<file path="config.mk">
export PLATFORM = sky130hd
export DESIGN_NAME = mem_access
export DESIGN_NICKNAME = d
export VERILOG_FILES = /design/src/rtl/mem_access.sv
export SDC_FILE = /design/constraint.sdc
export NUM_CORES = 1
export LEC_CHECK = 0
export ABC_CLOCK_PERIOD_IN_PS = 2200
export CORE_MARGIN = 5
export CORE_UTILIZATION = 45
export DETAILED_ROUTE_END_ITERATION = 10
export DONT_BUFFER_PORTS = 1
export GPL_TIMING_DRIVEN = 0
export PLACE_DENSITY = 0.64
export SETUP_SLACK_MARGIN = 0.3
export SYNTH_ARGS = -nofsm -noshare
export SYNTH_HDL_FRONTEND = slang
export SYNTH_SLANG_ARGS = --single-unit
</file>
<file path="constraint.sdc">
create_clock -name clk -period 2.2 [get_ports clk]
set_clock_uncertainty 0.2 [all_clocks]
set_input_delay 0.22 -clock clk [delete_from_list [all_inputs] [get_ports clk]]
set_output_delay 0.22 -clock clk [all_outputs]
set_load 0.02 [all_outputs]
</file>
<file path="src/rtl/mem_access.sv">
// mem_access: EX/MEM -> MEM/WB stage. Runs the data-memory req/ready handshake,
// extracts and extends load data, resolves branches and registers the
// write-back bundle. mem_stall holds the upstream stages while an access is
// outstanding.
module mem_access #(
    parameter int TIMEOUT = 64
) (
    input  logic        clk,
    input  logic        rst,
    input  logic        keep,
    input  logic        nop,
    input  logic [31:0] ALU_co_pype,
    input  logic [31:0] PCBranch_pype2,
    input  logic [31:0] PCp4_pype2,
    input  logic [31:0] read_data2_pype2,
    input  logic [4:0]  WReg_pype2,
    input  logic        RegWrite_pype2,
    input  logic [1:0]  MemtoReg_pype2,
    input  logic [1:0]  MemRW_pype2,
    input  logic [2:0]  MemBranch_pype2,
    input  logic [1:0]  dsize_pype2,
    input  logic [31:0] Instraction_pype2,
    output logic        dmem_req,
    output logic        dmem_we,
    output logic [31:0] dmem_addr,
    output logic [31:0] dmem_wdata,
    output logic [3:0]  dmem_be,
    input  logic        dmem_ready,
    input  logic [31:0] dmem_rdata,
    output logic        mem_stall,
    output logic        branch_taken,
    output logic [31:0] branch_target,
    output logic [31:0] WB_data_pype3,
    output logic [4:0]  WReg_pype3,
    output logic        RegWrite_pype3,
    output logic        misalign_err,
    output logic        bus_err
);

    localparam int CW = $clog2(TIMEOUT + 1);
    localparam logic [CW-1:0] CNT_LAST = CW'(TIMEOUT - 1);

    typedef enum logic {IDLE, WAIT} state_t;
    state_t state, state_nx;

    logic [CW-1:0] cnt;
    logic [31:0]   addr_q, wdata_q;
    logic [3:0]    be_q;
    logic          we_q, uns_q;
    logic [1:0]    lane_q, size_q;

    // Only the load-unsigned and store-size fields of the instruction matter here.
    logic unused_instr;
    assign unused_instr = ^{Instraction_pype2[31:15], Instraction_pype2[11:0]};

    logic        mem_op, is_st, misal, issue, timeout_hit;
    logic [1:0]  acc_size, lane, ld_size;
    logic        ld_uns;
    logic [31:0] wdata_live, ld_data, wb_data;
    logic [3:0]  be_live;

    assign mem_op   = (MemRW_pype2 == 2'b01) || (MemRW_pype2 == 2'b10);
    assign is_st    = (MemRW_pype2 == 2'b10);
    assign acc_size = is_st ? Instraction_pype2[13:12] : dsize_pype2;
    assign misal    = ((acc_size == 2'b01) && ALU_co_pype[0]) ||
                      (acc_size[1] && (ALU_co_pype[1:0] != 2'b00));
    assign issue    = (state == IDLE) && mem_op && !misal && !keep && !nop && !rst;
    assign timeout_hit = (state == WAIT) && !dmem_ready && (cnt == CNT_LAST);

    // Store lane steering; reads always fetch the whole word.
    always_comb begin
        be_live    = 4'b1111;
        wdata_live = read_data2_pype2;
        case (Instraction_pype2[13:12])
            2'b00: begin
                wdata_live = {4{read_data2_pype2[7:0]}};
                if (is_st) be_live = 4'b0001 << ALU_co_pype[1:0];
            end
            2'b01: begin
                wdata_live = {2{read_data2_pype2[15:0]}};
                if (is_st) be_live = 4'b0011 << {ALU_co_pype[1], 1'b0};
            end
            default: ;
        endcase
    end

    // Handshake FSM next state and bus drive; WAIT replays the latched request.
    always_comb begin
        state_nx   = state;
        dmem_req   = 1'b0;
        dmem_we    = is_st;
        dmem_addr  = {ALU_co_pype[31:2], 2'b00};
        dmem_wdata = wdata_live;
        dmem_be    = be_live;
        mem_stall  = 1'b0;
        case (state)
            IDLE: begin
                if (issue) begin
                    dmem_req = 1'b1;
                    if (!dmem_ready) begin
                        state_nx  = WAIT;
                        mem_stall = 1'b1;
                    end
                end
            end
            WAIT: begin
                dmem_we    = we_q;
                dmem_addr  = addr_q;
                dmem_wdata = wdata_q;
                dmem_be    = be_q;
                if (!rst) begin
                    dmem_req = 1'b1;
                    // Timeout releases the pipe so the aborted access is not reissued.
                    if (dmem_ready || timeout_hit) state_nx = IDLE;
                    else                           mem_stall = 1'b1;
                end
            end
            default: state_nx = IDLE;
        endcase
    end

    // Load lane select and sign/zero extension.
    always_comb begin
        lane    = (state == WAIT) ? lane_q : ALU_co_pype[1:0];
        ld_size = (state == WAIT) ? size_q : dsize_pype2;
        ld_uns  = (state == WAIT) ? uns_q  : Instraction_pype2[14];
        ld_data = dmem_rdata;
        case (ld_size)
            2'b00: begin
                ld_data[7:0]  = dmem_rdata[8*lane +: 8];
                ld_data[31:8] = {24{!ld_uns && ld_data[7]}};
            end
            2'b01: begin
                ld_data[15:0]  = lane[1] ? dmem_rdata[31:16] : dmem_rdata[15:0];
                ld_data[31:16] = {16{!ld_uns && ld_data[15]}};
            end
            default: ;
        endcase
    end

    // Write-back select; the WB-side controls stay valid in WAIT because upstream is stalled.
    always_comb begin
        case (MemtoReg_pype2)
            2'b00:   wb_data = ALU_co_pype;
            2'b01:   wb_data = ld_data;
            2'b10:   wb_data = PCp4_pype2;
            default: wb_data = 32'd0;
        endcase
    end

    // Branch resolution from the ALU result; suppressed while the stage is not advancing.
    always_comb begin
        case (MemBranch_pype2)
            3'b001:         branch_taken = (ALU_co_pype == 32'd0);
            3'b010:         branch_taken = (ALU_co_pype != 32'd0);
            3'b011:         branch_taken = ALU_co_pype[0];
            3'b100:         branch_taken = !ALU_co_pype[0];
            3'b110, 3'b111: branch_taken = 1'b1;
            default:        branch_taken = 1'b0;
        endcase
        branch_taken = branch_taken && !mem_stall && !keep && !rst;
    end
    assign branch_target = PCBranch_pype2;

    // State, timeout counter, request capture and pype3 registers.
    always_ff @(posedge clk) begin
        if (rst) begin
            state          <= IDLE;
            cnt            <= '0;
            bus_err        <= 1'b0;
            misalign_err   <= 1'b0;
            WB_data_pype3  <= 32'd0;
            WReg_pype3     <= 5'd0;
            RegWrite_pype3 <= 1'b0;
            addr_q         <= 32'd0;
            wdata_q        <= 32'd0;
            be_q           <= 4'd0;
            we_q           <= 1'b0;
            uns_q          <= 1'b0;
            lane_q         <= 2'd0;
            size_q         <= 2'd0;
        end else begin
            state        <= state_nx;
            misalign_err <= 1'b0;
            if (issue) begin
                addr_q  <= dmem_addr;
                wdata_q <= wdata_live;
                be_q    <= be_live;
                we_q    <= is_st;
                uns_q   <= Instraction_pype2[14];
                lane_q  <= ALU_co_pype[1:0];
                size_q  <= dsize_pype2;
            end
            if (state == WAIT) begin
                if (dmem_ready) begin
                    cnt            <= '0;
                    WB_data_pype3  <= wb_data;
                    WReg_pype3     <= WReg_pype2;
                    RegWrite_pype3 <= RegWrite_pype2;
                end else begin
                    // Bubble while waiting; on timeout the access is dropped.
                    cnt            <= timeout_hit ? '0 : cnt + 1'b1;
                    bus_err        <= bus_err | timeout_hit;
                    WB_data_pype3  <= 32'd0;
                    WReg_pype3     <= 5'd0;
                    RegWrite_pype3 <= 1'b0;
                end
            end else if (keep) begin
                // hold pype3
            end else if (nop || (issue && !dmem_ready)) begin
                WB_data_pype3  <= 32'd0;
                WReg_pype3     <= 5'd0;
                RegWrite_pype3 <= 1'b0;
            end else begin
                WB_data_pype3  <= wb_data;
                WReg_pype3     <= WReg_pype2;
                RegWrite_pype3 <= RegWrite_pype2 && !(mem_op && misal);
                misalign_err   <= mem_op && misal;
            end
        end
    end

endmodule

</file>
Word level (Yosys, flattened, before mapping). Index checks and enable logic that the tools add are counted.

Output and inout bits: 144. Register bits: 122.

Shift-type cells: 3. Multiplexer cells: 39. Reduce and logical (&&, ||, !) cells: 39. Bitwise logic cells: 3. Add/subtract/negate cells: 1. Eq/ne operators: 15.

Operators by type and width (count): 32-bit 2-to-1 mux (6); 32-bit case mux with 2 select lines (2); 32-bit case mux with 3 select lines (1); 32-bit zero test (1); 32-bit nonzero test (1); 32-bit by 6-bit indexed part select with 8-bit output (1); 5-bit 2-to-1 mux (4); 1-bit logical AND (17); 16-bit 2-to-1 mux (1); 7-bit 2-to-1 mux (2); 1-bit 2-to-1 mux (12); 4-bit 2-to-1 mux (3); 2-bit by 1-bit equality test with 1-bit output (second input constant) (5); 3-bit equality test (second input constant) (3); 1-bit zero test (9); 4-bit case mux with 2 select lines (1); 7-bit by 1-bit adder with 7-bit output (second input constant) (1); 7-bit by 6-bit equality test with 1-bit output (second input constant) (1); 3-bit by 2-bit equality test with 1-bit output (second input constant) (2); 2-bit zero test (3); 2-bit 2-to-1 mux (3); 1-bit case mux with 2 select lines (3); 1-bit case mux with 5 select lines (1); 2-bit equality test (second input constant) (2); 11 further kinds (15).

Logic depth before layout (Yosys ltp).
Depth in word-level cells: 16. Mapped depth: 9.

Worst setup path before layout. OpenSTA, ideal clock, no wires.

Path type: reg2out. Start: reg state. End: out mem_stall. Cell stages (with the launch flop): 7. Path slack: -0.222 ns. Data arrival time: 2.002 ns. Cells stage by stage: dfxtp_1 or3_4 or3_1 or2_2 buf_2 buf_2 o22ai_1.

Word-level cells in the longest chain between the ends: 8. Elaborated cells on any way between the ends: 13.

RTL lines: from (decl) (RTL line 44) `state_t state, state_nx;`; from (signal assigned) (RTL line 183) `state <= state_nx;`; 1-bit inverter; 1-bit logical AND (5 in a row) (RTL line 67) `assign issue = (state == IDLE) && mem_op && !misal && !keep && !nop && !rst;`; 1-bit 2-to-1 mux (RTL line 98) `if (issue) begin`; 1-bit case mux with 2 select lines * (RTL line 96) `case (state)`; to (decl) (RTL line 30) `output logic mem_stall,`.

Every way passes the cells marked *; elsewhere a longest branch is shown, timed or not.

Worst setup path after layout.
Start: reg state. End: reg WB_data_pype3[0].

Word-level cells in the longest chain between the ends: 11. Elaborated cells on any way between the ends: 21.

RTL lines: parallel branches: the longest is 11 deep, another holds 32-bit by 6-bit indexed part select with 8-bit output; to (signal assigned) (RTL line 197) `WB_data_pype3 <= wb_data;`; to (signal assigned) (RTL line 215) `WB_data_pype3 <= wb_data;`; to (decl) (RTL line 33) `output logic [31:0] WB_data_pype3,`.

Several ways; the timed one is not identified. The select of a mux whose other input is x is not followed. A chain may end at the register's enable or synchronous reset.

==> impl_metrics.tcl <==
set metrics [dict create \
    cts_made_buffers 17 \
    fillers 1156 \
    clk_pin_slew_ps 60 \
    drive_gt1_share_pct 37.7 \
    rows 46 \
    rrSetupSlack_ps -480 \
    post-route-period-util_pct 122 \
    synth_cells 876 \
    final_cell_area_um2 11500 \
    h-tree-depth 4 \
    die_area_um2 18800 \
    leakage_nw 4.51 \
    die_x_um 137 \
    ff2ff_path_depth 9 \
    worstPathCellList "buf_6, buf_6, buf_8, or3b_4, and2_4, buf_6, mux2_4, a222oi_1, a211oi_1" \
    critical_path.max_fanout 7 \
    yosysSeqAreaShare_pct 33.6 \
    crit_required_ps 2270 \
    hold_depth 2 \
    wl_um 33900 \
    cts.path.max_buffers 2 \
    ys_types 55 \
    ys_async_sr_fraction_pct 0 \
    ant_nets 0 \
    cts_tree "yes" \
    fmax_mhz 373 \
    max_stage_delay_ps 530 \
    finalCriticalPeriod_ps 2680 \
    relSlewSlack_pct 42.5 \
    cts.sinks 122 \
    dr.pass1.iters 5 \
    tightestPinTransition_ps 862 \
    ctsRootBufferMaster "clkbuf_16" \
    synth_ff_type "dfxtp_1" \
    synth_seq_cells 122 \
    crit_slowest_cell "a222oi_1" \
    final_hold_viol_count 0 \
    critical-path-top-delay-family "compound AO/OA/AOI/OAI gates" \
    ios 356 \
    whs_ps 12.7 \
    grt_pass1_vias 7724 \
    crit_path_end "WB_data_pype3[0]$_SDFFE_PP0P_" \
    drc 0 \
    path_buf_inv 4 \
    antenna_found_initial 2 \
    timing.rr.start "state$_SDFF_PP0_" \
    crit_arrival_ps 2750 \
    core_area_um2 15900 \
    grt_overflow_total 0 \
    syn_nets 1090 \
    hold_class "input port to flip-flop" \
    setup_viol 143 \
    synth_edf_count 0 \
    grt_start_max_net_pins 17 \
    hpwl_um 21400 \
    outcome "complete, but fails checks" \
    via_count 8117 \
    crit_cells 9 \
    initial_utilization_pct 45.8 \
    vias_per_cell 6.22 \
    grt_setup_unrepaired "true" \
    slew_viol_final 0 \
    totalPowerFinal_mw 6.55 \
    drt-initial-drc-count 824 \
    grt_use_total_pct 32.2 \
    ir_drop_uv 540 \
    startpoint "state$_SDFF_PP0_" \
    critPathCaptureType "flip-flop" \
    p_per_area_nw_per_um2 569 \
    cp_common_cell "buf_6" \
    yosys_warnings 0 \
    critPathLaunchType "flip-flop" \
    syn2layout_area_growth_pct 58.3 \
    post_drt_wl_per_cell_um 26.0 \
    nNetsFinal 1289 \
    worstSetupPathType "flip-flop to flip-flop" \
    port-buffer-count 0 \
    placed_area_um2 7710 \
    reg2reg_to "WB_data_pype3[0]$_SDFFE_PP0P_" \
    synth_area_um2 7270 \
    avgSynthCellArea_um2 8.30 \
    place.gp.congestion 0.903 \
    insertion_delay_ps 420 \
    instances_no_fill 1305 \
    dieHeight_um 137 \
    grt_pass1_wl_um 45600 \
    violations "setup timing" \
    drv_cap 0 \
    setup_ws_ps -480 \
    dp_cells 1092 \
]
==> through the flow <==
| stage | TNS (ps) | setup WS (ps) | util [%] |
|---|---|---|---|
| after floorplan | 0 | 91.0 | - |
| after global placement | -11180 | -240 | 48.5 |
| after global routing | -39050 | -550 | 72.5 |
| final | -33270 | -480 | 72.5 |
| after CTS | -32080 | -415 | 65.3 |
| after detailed placement | -14650 | -267 | 48.5 |
==> what timing repair did <==
| item | CTS | global route |
|---|---|---|
| gates cloned | 3 | 6 |
| hold buffers | 116 | 0 |
| setup endpoints to repair | 191 | 191 |
| hold endpoints to repair | 93 | 0 |
| setup buffers | 32 | 23 |
| pin swaps | 20 | 56 |
| gates resized for setup | 157 | 236 |
==> Yosys cell counts (2+ instances only) <==
master,n,area share (%)
nor2_1,150,7.7
dfxtp_1,122,34
mux2_2,83,13
a21oi_1,78,5.4
nor3_1,52,3.6
mux2i_1,50,6.9
nand2_1,45,2.3
o21ai_0,38,2.6
buf_4,34,3.5
clkbuf_1,34,1.8
buf_2,25,1.7
a2bb2oi_1,24,2.9
nor2b_1,12,1.0
o22ai_1,10,0.86
o22ai_2,10,1.7
nor4_1,9,0.77
a211oi_1,8,0.83
nand2b_1,8,0.69
o32ai_1,7,0.84
a222oi_1,6,0.83
a22o_1,6,0.72
buf_1,6,0.31
and2_1,4,0.34
inv_1,4,0.21
nand3_1,4,0.28
nand4_1,4,0.34
xor2_1,4,0.48
a31oi_1,3,0.26
buf_6,3,0.46
nor3b_1,3,0.31
a311oi_1,2,0.24
ha_1,2,0.34
nand3b_1,2,0.21
o21bai_1,2,0.21
or3_1,2,0.17
==> placed cells by master, fill, tap and decap left out, types with 33 or more instances in the layout <==
cell type / count
mux2_4: 55
dlygate4sd3_1: 116
nor3_1: 47
nor2_2: 41
a21oi_1: 67
mux2i_1: 46
dfxtp_1: 121
nor2_1: 101
nand2_1: 33
buf_4: 52
==> layout make-up <==
| type | count | area [µm²] | share of cell area (%) |
|---|---|---|---|
| tap | 216 | 270 | 2.35 |
| clock inverter | 7 | 65.1 | 0.565 |
| multi-input combinational | 647 | 5230 | 45.4 |
| antenna | 1 | 2.50 | 0.0217 |
| inverter | 5 | 31.3 | 0.272 |
| timing repair buffer | 180 | 2060 | 17.9 |
| sequential | 122 | 2440 | 21.2 |
| buffer | 102 | 915 | 7.94 |
| clock buffer | 25 | 495 | 4.30 |
==> registers in the layout (all words and copies together), names as in the netlist <==
register        count
size_q              2
cnt                 7
RegWrite_pype3      1
wdata_q            32
WB_data_pype3      32
state               1
lane_q              2
addr_q             32
we_q                1
WReg_pype3          5
bus_err             1
be_q                4
uns_q               1
misalign_err        1
==> metal layers <==
layer | global-route usage, % | wire length (µm) | vias to the layer above
met5 | 0 | 7 | -
met4 | 14.6 | 1640 | 2
met3 | 10.6 | 3780 | 143
met2 | 50.1 | 15500 | 553
met1 | 40.4 | 13000 | 3889
li1 | - | - | 3530
==> logic make-up after synthesis <==
| logic type | synth area share (%) |
|---|---|
| AO/OA/AOI/OAI | 19.2 |
| XOR/XNOR | 0.602 |
| adder cells (fa/ha/maj) | 0.344 |
| buffers and inverters | 8.01 |
| flip-flops | 33.6 |
| multiplexers | 19.7 |
| AND/OR/NAND/NOR | 18.5 |
==> how the worst min path moves through the flow <==
stage / from / endpoint / slack (ps)
after floorplan: WReg_pype2[0] / WReg_pype3[0]$_SDFFE_PP0P_ / 150
after global placement: WReg_pype2[4] / WReg_pype3[4]$_SDFFE_PP0P_ / 150
after detailed placement: WReg_pype2[0] / WReg_pype3[0]$_SDFFE_PP0P_ / 150
after CTS: ALU_co_pype[15] / addr_q[15]$_SDFFE_PP0P_ / 0.5
after global routing: ALU_co_pype[25] / addr_q[25]$_SDFFE_PP0P_ / 30
final: dmem_rdata[0] / WB_data_pype3[0]$_SDFFE_PP0P_ / 10
==> report_power, final <==
part / switching [mW] / internal, mW
clock: 1.05 / 1.67
combinational: 0.815 / 0.672
sequential: 0.0762 / 2.27
(Power assumes the default switching activity.)
